`config.mk`:
```
export PLATFORM = sky130hd
export DESIGN_NAME = wam_deb
export DESIGN_NICKNAME = d
export VERILOG_FILES = /design/src/rtl/wam_deb.sv
export SDC_FILE = /design/constraint.sdc
export NUM_CORES = 1
export LEC_CHECK = 0
export BUFFER_PORTS_ARGS = -buffer_cell sky130_fd_sc_hd__buf_2
export CAP_MARGIN = 20
export CORE_MARGIN = 2
export CORE_UTILIZATION = 65
export CTS_BUF_LIST = sky130_fd_sc_hd__clkbuf_8
export DETAILED_ROUTE_END_ITERATION = 7
export GPL_TIMING_DRIVEN = 0
export PLACE_DENSITY = 0.81
export SKIP_LAST_GASP = 1
export SLEW_MARGIN = 25
export SYNTH_ARGS = -nofsm -noshare
export SYNTH_HDL_FRONTEND = slang
export SYNTH_SLANG_ARGS = --single-unit
```
`constraint.sdc`:
```
create_clock -name clk -period 4.5 [get_ports clk]
set_input_delay 0.675 -clock clk [delete_from_list [all_inputs] [get_ports clk]]
set_output_delay 0.675 -clock clk [all_outputs]
set_load 0.02 [all_outputs]
```
`src/rtl/wam_deb.sv`:
```
// Switch conditioning for whac-a-mole: two-flop sync, then a per-channel
// debounce FSM producing clean levels plus one-cycle rise/fall pulses.

module wam_deb_ch #(
  parameter int DEB_CYC = 1000000,
  parameter int CW      = 20
) (
  input  logic clk,
  input  logic clr,
  input  logic s2,
  output logic db,
  output logic rise,
  output logic fall,
  output logic rise_nxt
);
  typedef enum logic [1:0] {LOW, CHK_H, HIGH, CHK_L} state_t;

  localparam logic [CW-1:0] LAST = CW'(DEB_CYC - 1);

  state_t          state, state_nxt;
  logic [CW-1:0]   cnt, cnt_nxt;
  logic            db_nxt, fall_nxt, done;

  assign done = (cnt == LAST);

  always_ff @(posedge clk) begin
    if (clr) begin
      state <= LOW;
      cnt   <= '0;
      db    <= 1'b0;
      rise  <= 1'b0;
      fall  <= 1'b0;
    end else begin
      state <= state_nxt;
      cnt   <= cnt_nxt;
      db    <= db_nxt;
      rise  <= rise_nxt;
      fall  <= fall_nxt;
    end
  end

  always_comb begin
    state_nxt = state;
    case (state)
      LOW:   if (s2)  state_nxt = CHK_H;
      CHK_H: if (!s2) state_nxt = LOW;
             else if (done) state_nxt = HIGH;
      HIGH:  if (!s2) state_nxt = CHK_L;
      CHK_L: if (s2)  state_nxt = HIGH;
             else if (done) state_nxt = LOW;
    endcase
  end

  // Counter clears on entry, abort and acceptance; it only advances while checking.
  always_comb begin
    cnt_nxt  = '0;
    db_nxt   = db;
    rise_nxt = 1'b0;
    fall_nxt = 1'b0;
    case (state)
      CHK_H: if (s2) begin
        if (done) begin
          db_nxt   = 1'b1;
          rise_nxt = 1'b1;
        end else cnt_nxt = cnt + CW'(1);
      end
      CHK_L: if (!s2) begin
        if (done) begin
          db_nxt   = 1'b0;
          fall_nxt = 1'b1;
        end else cnt_nxt = cnt + CW'(1);
      end
      default: ;
    endcase
  end
endmodule

module wam_deb #(
  parameter int N       = 8,
  parameter int DEB_CYC = 1000000,
  parameter int CW      = 20
) (
  input  logic         clk,
  input  logic         clr,
  input  logic [N-1:0] sw,
  output logic [N-1:0] sw_db,
  output logic [N-1:0] rise,
  output logic [N-1:0] fall,
  output logic         any_rise
);
  logic [N-1:0] s1, s2, rise_nxt;

  always_ff @(posedge clk) begin
    if (clr) begin
      s1       <= '0;
      s2       <= '0;
      any_rise <= 1'b0;
    end else begin
      s1       <= sw;
      s2       <= s1;
      any_rise <= |rise_nxt;
    end
  end

  wam_deb_ch #(.DEB_CYC(DEB_CYC), .CW(CW)) u_ch [N-1:0] (
    .clk      (clk),
    .clr      (clr),
    .s2       (s2),
    .db       (sw_db),
    .rise     (rise),
    .fall     (fall),
    .rise_nxt (rise_nxt)
  );
endmodule

```
==> Word level (Yosys, flattened, before mapping) <==
Index checks and enable logic that the tools add are counted.
{ "totals": {"ff_bits": 217} }
{ "classes": {"n_addsub": 8, "n_eq_ne": 96, "n_mux": 152, "bitwise": 8, "reduce_logical": 41} }
{ "ops": {"columns": ["op", "n"], "rows": [
  ["20-bit 2-to-1 mux", 24],
  ["20-bit case mux with 2 select lines", 8],
  ["20-bit by 1-bit adder with 20-bit output, second input constant", 8],
  ["20-bit == test, second input constant", 8],
  ["2-bit 2-to-1 mux", 48],
  ["2-bit != test, second input constant", 32],
  ["2-bit case mux with 4 select lines", 8],
  ["1-bit 2-to-1 mux", 56],
  ["3-bit by 2-bit != test with 1-bit output, second input constant", 16],
  ["5-bit AND reduction", 8],
  ["2-bit == test, second input constant", 16],
  ["2-bit by 1-bit != test with 1-bit output, second input constant", 16],
  ["4-bit AND reduction", 8],
  ["3-bit OR reduction", 8],
  ["2-bit by 1-bit == test with 1-bit output, second input constant", 8],
  ["2-bit zero test", 8],
  ["1-bit case mux with 2 select lines", 8],
  ["2-bit nonzero test", 8],
  ["1-bit inverter", 8],
  ["8-bit OR reduction", 1]
]} }

==> Depth between registers and ports, before layout <==
Gate-level depths: netlist of the first run.
{ "logic_depth": {"depth_word": 5, "mapped_depth": 7} }

==> Hierarchy <==
Synthesis of the first run repeated with hierarchy kept, for this count alone.
{ "unflattened": {"hier_cells": 1076, "hier_area_um2": 9361.5} }
{ "by_module_without_submodules": {"columns": ["mod", "n_inst", "cells_per_inst", "area_each_um2"], "rows": [
  ["wam_deb_ch at u_ch[0] ...", 7, 130, 1107.3],
  ["wam_deb_ch at u_ch[7]", 1, 129, 1123.6],
  ["wam_deb", 1, 37, 486.7]
]} }

==> Least setup slack after synthesis of the first run <==
No wires, ideal clock.
{ "synth_timing": {"path_kind": "register to register", "from": "register u_ch[2].cnt[0]", "to": "register u_ch[2].cnt[14]", "setup_ns": 0.070, "arrival_ns": 1.760, "required_ns": 4.430, "path_slack_ns": 2.670, "path_stages_with_launch": 7, "path_buffers": 1, "synth_period_minus_slack_ns": 1.830, "cell_sequence": "dfxtp_1 -> ha_1 -> nand2_1 -> or4_1 -> buf_2 -> or3_1 -> a21oi_1"} }
{ "synth_between": {"elab_chain_len": 4} }
{ "synth_lines": {"columns": ["element", "line_no", "rtl"], "rows": [
  ["start: declaration", "21", "logic [CW-1:0] cnt, cnt_nxt;"],
  ["start signal: assignment", "35", "cnt <= cnt_nxt;"],
  ["20-bit by 1-bit adder with 20-bit output / 20-bit == test (equally long branches)", "65, 71, 24", null],
  ["20-bit 2-to-1 mux (*)", "62, 68", null],
  ["20-bit 2-to-1 mux (on tied branches)", "67, 61", null],
  ["20-bit case mux with 2 select lines (*)", "60", "case (state)"]
]} }
Every way passes the cells marked *; elsewhere a longest branch is shown, timed or not.
A chain may end at the register's enable or synchronous reset.

==> Worst setup path in the final report of the first run <==
{ "layout_timing": {"from": "register u_ch[3].cnt[0]", "to": "register any_rise"} }
{ "layout_between": {"elab_chain_len": 5} }
{ "layout_lines": {"columns": ["element", "line_no", "rtl"], "rows": [
  ["start: declaration", "21", null],
  ["start signal: assignment", "35", null],
  ["20-bit == test", "24", "assign done = (cnt == LAST);"],
  ["1-bit 2-to-1 mux", "62", "if (done) begin"],
  ["1-bit 2-to-1 mux", "61", "CHK_H: if (s2) begin"],
  ["1-bit 2-to-1 mux", "60", null],
  ["8-bit OR reduction", "101", "any_rise <= |rise_nxt;"],
  ["end signal: assignment", "101", null],
  ["end: declaration", "89", "output logic any_rise"]
]} }
No other way between the ends.

==> results of run 1 <==
[stage by stage]
stage	area [um^2]	power (uW)	utilization
floorplan	9750	2040	-
global placement	10100	2060	0.696
detailed placement	10100	2060	0.696
CTS	10900	3790	0.746
global route	10900	3890	0.746
finish	10900	3750	0.746
[per-layer routing]
layer / GRT usage / up-vias / wire (um)
li1: - / 4160 / -
met5: 0 / - / 0
met1: 0.324 / 3852 / 9140
met3: 0.0426 / 40 / 816
met4: 0.0944 / 0 / 454
met2: 0.420 / 162 / 9380
[area by class of cell]
| cell class | count | share of cell area |
|---|---|---|
| Inverter | 42 | 0.0145 |
| Tap cell | 184 | 0.0212 |
| Clock buffer | 46 | 0.0582 |
| Timing Repair Buffer | 34 | 0.0156 |
| Sequential cell | 217 | 0.399 |
| Multi-Input combinational cell | 794 | 0.448 |
| Clock inverter | 16 | 0.00931 |
| Buffer | 64 | 0.0340 |
[worst max-delay path, stage by stage, from the launching register on]
cell	delay (ps)
dfxtp_1	340
ha_1	220
nand2_1	170
nor4_1	800
a22oi_1	200
a41oi_1	270
[cell families after synthesis]
kind of cell / count (synthesis) / share of synthesized area
buffers and inverters: 106 / 0.0542
XOR/XNOR: 90 / 0.0809
AND/OR/NAND/NOR: 519 / 0.303
AO/OA/AOI/OAI: 177 / 0.106
adder cells (fa/ha/maj): 8 / 0.0103
flip-flops: 217 / 0.446
[synthesized netlist by cell type, drive strengths merged, types with 30 or more instances]
cell	count	area (um^2)
dfxtp	217	4340
and3	30	188
nor2	117	439
nand3	56	295
xnor2	49	429
or3	33	206
o21ai	54	270
inv	42	158
nand4	54	350
nand2	60	225
a21oi	69	353
xor2	41	359
or4	34	259
buf	37	268
[power by group]
| part | internal [uW] | total (uW) | switching (uW) |
|---|---|---|---|
| logic | 30.2 | 69.1 | 38.8 |
| registers | 1940 | 1950 | 13.3 |
| clock network | 976 | 1730 | 757 |
| total | 2940 | 3750 | 809 |
[how the worst max path moves through the flow]
| stage | from | endpoint |
|---|---|---|
| after floorplan | u_ch[2].cnt[0] | u_ch[2].cnt[14] |
| after global placement | clr | u_ch[0].cnt[3] |
| after detailed placement | clr | u_ch[0].cnt[8] |
| after CTS | u_ch[3].cnt[0] | any_rise |
| after global routing | u_ch[3].cnt[0] | any_rise |
| final | u_ch[3].cnt[0] | any_rise |
[sequential cells by signal, indices dropped and copies added (netlist names), named ones only]
register / cells
u_ch.rise: 8
s1: 8
u_ch.db: 8
u_ch.fall: 8
any_rise: 1
u_ch.state: 8
u_ch.cnt: 160
s2: 8
==> summary.md, run 1 <==
| Metric | Value |
|---|---|
| Seq. cell area | 4340 um^2 |
| Synth Register Bits | 217 |
| Ant diodes | 0 |
| WP data arrival | between 2000 and 3000 ps |
| Clock buffer depth | 3 |
| Sink Count | ~220 |
| Max-Cap Viols | 0 |
| DRT antenna net count | 0 |
| Hold endpoint | s1[0] |
| Tmin final | between 2000 and 2500 ps |
| Tot GR Track Use | 0.250 |
| Die Wd | about 130 um |
| Non-filler cells, final | about 1,400 |
| CP required | slightly below 5000 ps |
| Clk Latency, worst-skew pair | between 500 and 600 ps |
| Filler instances | between 1,000 and 1,500 |
| Post-Route WL | approximately 20 mm |
| Instance count of the mapped netlist | between 1,000 and 1,500 |
| Post-Syn Area | about 9700 um^2 |
| Dpl cells | around 1,300 |
| Reg2reg start | u_ch[3].cnt[0] |
| Drt drc | 0 |
| H-tree levels | 2 |
| Post-CTS setup buffer count | 0 |
| Vias in the first global route | approximately 7,600 |
| Row count | 44 |
| WHS Path Cells | 2 |
| Avg Cell Area, Syn | ~8.7 um^2 |
| DP Wirelength | ~14 mm |
| Most common cell after layout, fill and taps aside | dfxtp_1 |
| Gp weighted congestion | around 0.84 |
| Post-synth net total | 1,135 |
| Layout Skew | roughly 25 ps |
| Initial antenna violation count | 0 |
| Crit Reg-Reg Endpoint | any_rise |
| CTS Hold Buffers Added | 0 |
| Worst vdd ir | approximately 0.3 mV |
| Fmax | roughly 0.48 GHz |
| Largest net degree at the start of global routing | 11 |
| Final Cycle Share | 0.462 |
| Async S/R FF share, synth | 0 |
| Drt initial violations | ~370 |
| Hold Fails Final Rpt | 0 |
| Root cell of the clock tree | clkbuf_8 |
| Post-synth EDFFs | 0 |
| Max-slew headroom | 0.411 |
| Drt pass-1 iters | 5 |
| Final #Nets | ~1,200 |
| Via count | a little over 8,000 |
| Most used flip-flop cell after synthesis | dfxtp_1 |
| Worst-Margin Slew | about 880 ps |
| CP max FO | 7 |
| Final setup fails | 0 |
| Worst setup SP type | register |
| Pins over their slew limit | 0 |
| HP Class | in -> reg |
| Count of input and output buffers | 34 |
| Clock slew at reported path FFs | roughly 60 ps |
| Area of the multi-input gates | between 4000 and 5000 um^2 |
| Worst reg2reg path depth | 5 |
| Final WS setup | between 2000 and 2500 ps |
| FF-to-FF setup slack | ~2400 ps |
| Post-CTS resize count | 0 |
| Power density over cell area | 345 nW/um^2 |
| Die area | around 16,000 um^2 |
| Seq/Total Area, Yosys | 0.446 |
| CTS tree | yes |
| I/O pin total | 35 |
| Unrepaired setup endpoints after global routing | false |
| GRT Residual Overflow | 0 |
| Total CTS buffers | 36 |
| WL/cell | ~14 um |
| Leakage | 0.00351 uW |
| Synth Warn # | 0 |
| Die Span Y | about 130 um |
| Crit Path Class | reg -> reg |
| Via/cell ratio | between 5 and 6 |
| First-pass GRT wire length | 34.0 mm |
| Share of layout cells above drive strength 1 | 0.120 |
| Pre-CTS setup slack | ~2300 ps |
| Final setup TNS | 0 ps |
| Worst hold slack | between 300 and 400 ps |
| Status | complete, no violations |
| Core box area | approximately 15,000 um^2 |
| Yosys cell types | 52 |
| Min-delay src | sw[0] |
| Crit end category | register |
| Initial core utilization | 0.668 |
| Most frequent cells in the layout | 217 x dfxtp_1, 117 x nor2_1, 67 x a21oi_1, 60 x nand2_1, 54 x o21ai_0 |
| P&R area growth vs syn | 11.6% |
Note: power is estimated with default switching activity, not from simulation.
==> run 2, diff against run 1 <==
--- a/config.mk
+++ b/config.mk
@@ -8,11 +8,11 @@
 export BUFFER_PORTS_ARGS = -buffer_cell sky130_fd_sc_hd__buf_2
 export CAP_MARGIN = 20
 export CORE_MARGIN = 2
-export CORE_UTILIZATION = 65
+export CORE_UTILIZATION = 58
 export CTS_BUF_LIST = sky130_fd_sc_hd__clkbuf_8
 export DETAILED_ROUTE_END_ITERATION = 7
 export GPL_TIMING_DRIVEN = 0
-export PLACE_DENSITY = 0.81
+export PLACE_DENSITY = 0.76
 export SKIP_LAST_GASP = 1
 export SLEW_MARGIN = 25
 export SYNTH_ARGS = -nofsm -noshare
==> constraint.sdc (replaced) <==
create_clock -name clk -period 1.85 [get_ports clk]
set_input_delay 0.2775 -clock clk [delete_from_list [all_inputs] [get_ports clk]]
set_output_delay 0.2775 -clock clk [all_outputs]
set_load 0.02 [all_outputs]
==> run 2 against run 1 <==
The run now ends with negative setup slack left. Non-clock buffer count up 31. Clock skew down 9.5 ps. Wire length up 8.0%. Flip-flop and latch count unchanged. Via count up 1.9%. Clock power rose to 2.6 times the previous value. Count of clock-buffer cells in the layout up 2. Die area up 12%. First-iteration DRC count up 27%. Global-route usage down 2.1 points. Critical path type unchanged. Critical endpoint is now u_ch[2].cnt[2]. Largest power group unchanged.
==> summary.md, run 2 (synthesis gave the netlist of run 1 again) <==
| Metric | Value |
|---|---|
| Family with the most delay on the worst path | simple AND/OR/NAND/NOR gates |
| Final #Nets | 1,239 (+2.7%) |
| Pwr Total | 9420 uW (+150%) |
| WL/cell | 14.6 um (+2.9%) |
| Ant diodes | 0 (unchanged) |
| Most frequent cells in the layout | 189 x dfxtp_1, 100 x nor2_1, 58 x a21oi_1, 56 x nand2_1, 54 x o21ai_0 |
| Initial antenna violation count | 0 (unchanged) |
| Initial core utilization | 0.590 (-0.0783) |
| DRT antenna net count | 0 (unchanged) |
| I/O pin total | 35 (unchanged) |
| Pins over their slew limit | 0 (unchanged) |
| Worst path max stage delay | 540 ps (-260 ps) |
| Die Wd | 134 um (+5.7%) |
| Leakage | 0.00385 uW (+9.8%) |
| Via count | 8,369 (+1.9%) |
| DP Wirelength | 13.5 mm (-0.97%) |
| Gp weighted congestion | 0.858 (+2.0%) |
| Hold Fails Final Rpt | 0 (unchanged) |
| Drt drc | 0 (unchanged) |
| Max-Cap Viols | 0 (unchanged) |
| Power density over cell area | 802 nW/um^2 (+130%) |
| Critical-path cell list | or4_4 > nor4_4 > a21o_2 > buf_6 > nor2_4 |
| Drt pass-1 iters | 6 (+1) |
| Worst-Margin Slew | 676 ps (-200 ps) |
| Tmin final | 1910 ps (-167 ps) |
| Worst vdd ir | 0.621 mV (+100%) |
| CP max FO | 5 (-2) |
| Root cell of the clock tree | clkbuf_8 |
| Largest register FFs | 160 (unchanged) |
| Core box area | 16,500 um^2 (+13%) |
| Filler instances | 1,298 (+14%) |
| HP Class | in -> reg |
| CP Buf/Inv Count | 1 (+1) |
| P&R area growth vs syn | 20.5% |
| CP required | 2260 ps (-2670 ps) |
| Crit end category | register |
| CP max stage cell | or4_4 |
| Vias in the first global route | 7,633 (+0.14%) |
| Post-Route WL | 21.4 mm (+8.0%) |
| Final setup TNS | -1060 ps (-1060 ps) |
| Final Cycle Share | 1.03 (+0.571) |
| Most common cell after layout, fill and taps aside | dfxtp_1 |
| Sink Count | 217 (unchanged) |
| Crit Path Class | reg -> reg |
| Row count | 47 (+6.8%) |
| Die area | 17,900 um^2 (+12%) |
| First-pass GRT wire length | 34.4 mm (+1.1%) |
| CTS tree | yes |
| Status | finished, violations left |
| Die Span Y | 134 um (+5.7%) |
| Clock slew at reported path FFs | 60 ps (about the same) |
| Unrepaired setup endpoints after global routing | true |
| Biggest register | u_ch.cnt |
| Clock buffer depth | 3 (unchanged) |
| WP data arrival | 2320 ps (-190 ps) |
| Final setup fails | 28 (+28) |
| Largest net degree at the start of global routing | 11 (unchanged) |
| Final WS setup | -60.7 ps (-2480 ps) |
| GRT Residual Overflow | 0 (unchanged) |
| Count of input and output buffers | 34 (unchanged) |
| Share of layout cells above drive strength 1 | 0.230 (+0.109) |
| Layout Skew | 15.3 ps (-9.51 ps) |
| Placed inst area | 10,200 um^2 (+0.44%) |
| Worst setup SP type | register |
| Violated checks | negative setup slack |
| H-tree levels | 2 (unchanged) |
| Via/cell ratio | 5.71 (-2.9%) |
| Max-slew headroom | 0.549 (+0.139) |
| Tot GR Track Use | 0.229 (-0.0212) |
| Design area | 11,700 um^2 (+7.9%) |
| Clk Latency, worst-skew pair | 530 ps (about the same) |
| Fmax | 0.523 GHz (+8.7%) |
| Drt initial violations | 471 (+27%) |
| Total CTS buffers | 37 (+2.8%) |
| Pre-CTS setup slack | -182 ps (-2490 ps) |
## run 2: changes by cell type in the layout (fill, tap and decap cells not counted), sizes merged
| cell | previous run | this run |
|---|---|---|
| inv | 49 | 50 |
| bufinv | 1 | 2 |
| buf | 71 | 101 |
| clkinv | 6 | 5 |
| clkinvlp | 2 | 1 |
| dlygate4sd3 | 0 | 8 |
| clkbuf | 73 | 68 |
## run 2: worst reg2reg max path, stage by stage, from the launching register on
cell	delay, ps
dfxtp_4	350
or4_4	540
nor4_4	400
a21o_2	290
buf_6	170
nor2_4	40
## run 2: cell type report
| class | count | area (um^2) | share of cell area |
|---|---|---|---|
| buffer | 57 | 379 | 0.0323 |
| clock inverter | 16 | 123 | 0.0104 |
| sequential | 217 | 4390 | 0.374 |
| clock buffer | 48 | 661 | 0.0562 |
| timing repair buffer | 72 | 494 | 0.0421 |
| inverter | 42 | 158 | 0.0134 |
| multi-input combinational | 794 | 5270 | 0.448 |
| tap | 220 | 275 | 0.0234 |
## run 2: what timing repair did
action                                  4_1_cts  5_1_grt
endpoints found under the hold margin         8        0
gates resized for setup                      47      113
gates cloned                                  4        2
hold buffers                                  8        0
pin swaps                                     6       31
setup buffers                                12       12
endpoints found under the setup margin      151      175
## run 2: path summary, 6_finish.rpt
kind	from	to	slack [ps]	cells past startpoint
max	u_ch[2].cnt[10]	u_ch[2].cnt[2]	-60	5
min	clr	u_ch[6].rise	140	3
max reg2reg	u_ch[2].cnt[10]	u_ch[2].cnt[2]	-60	5
min reg2reg	s1[6]	s2[6]	440	1
## run 2: power breakdown
part / internal (uW) / switching [uW]
Clock: 2600 / 1900
Combinational: 85.9 / 98.5
Sequential: 4710 / 33.2
Total: 7390 / 2030
## run 2: routing by layer
layer	wire length [um]	share of wire	track usage	up-vias
met5	0	0	0	-
met4	653	0.031	0.103	0
met3	909	0.043	0.0407	55
met2	9990	0.47	0.378	172
met1	9830	0.46	0.294	3917
li1	-	-	-	4225
## run 2: through the flow
stage | util | hold slack, ps | std cells
3_5_place_dp | 0.617 | 423 | 1371
4_1_cts | 0.683 | 129 | 1456
3_3_place_gp | 0.617 | 417 | 1371
6_report | 0.711 | 142 | 1466
5_1_grt | 0.711 | 149 | 1466
2_1_floorplan | - | 406 | 1117
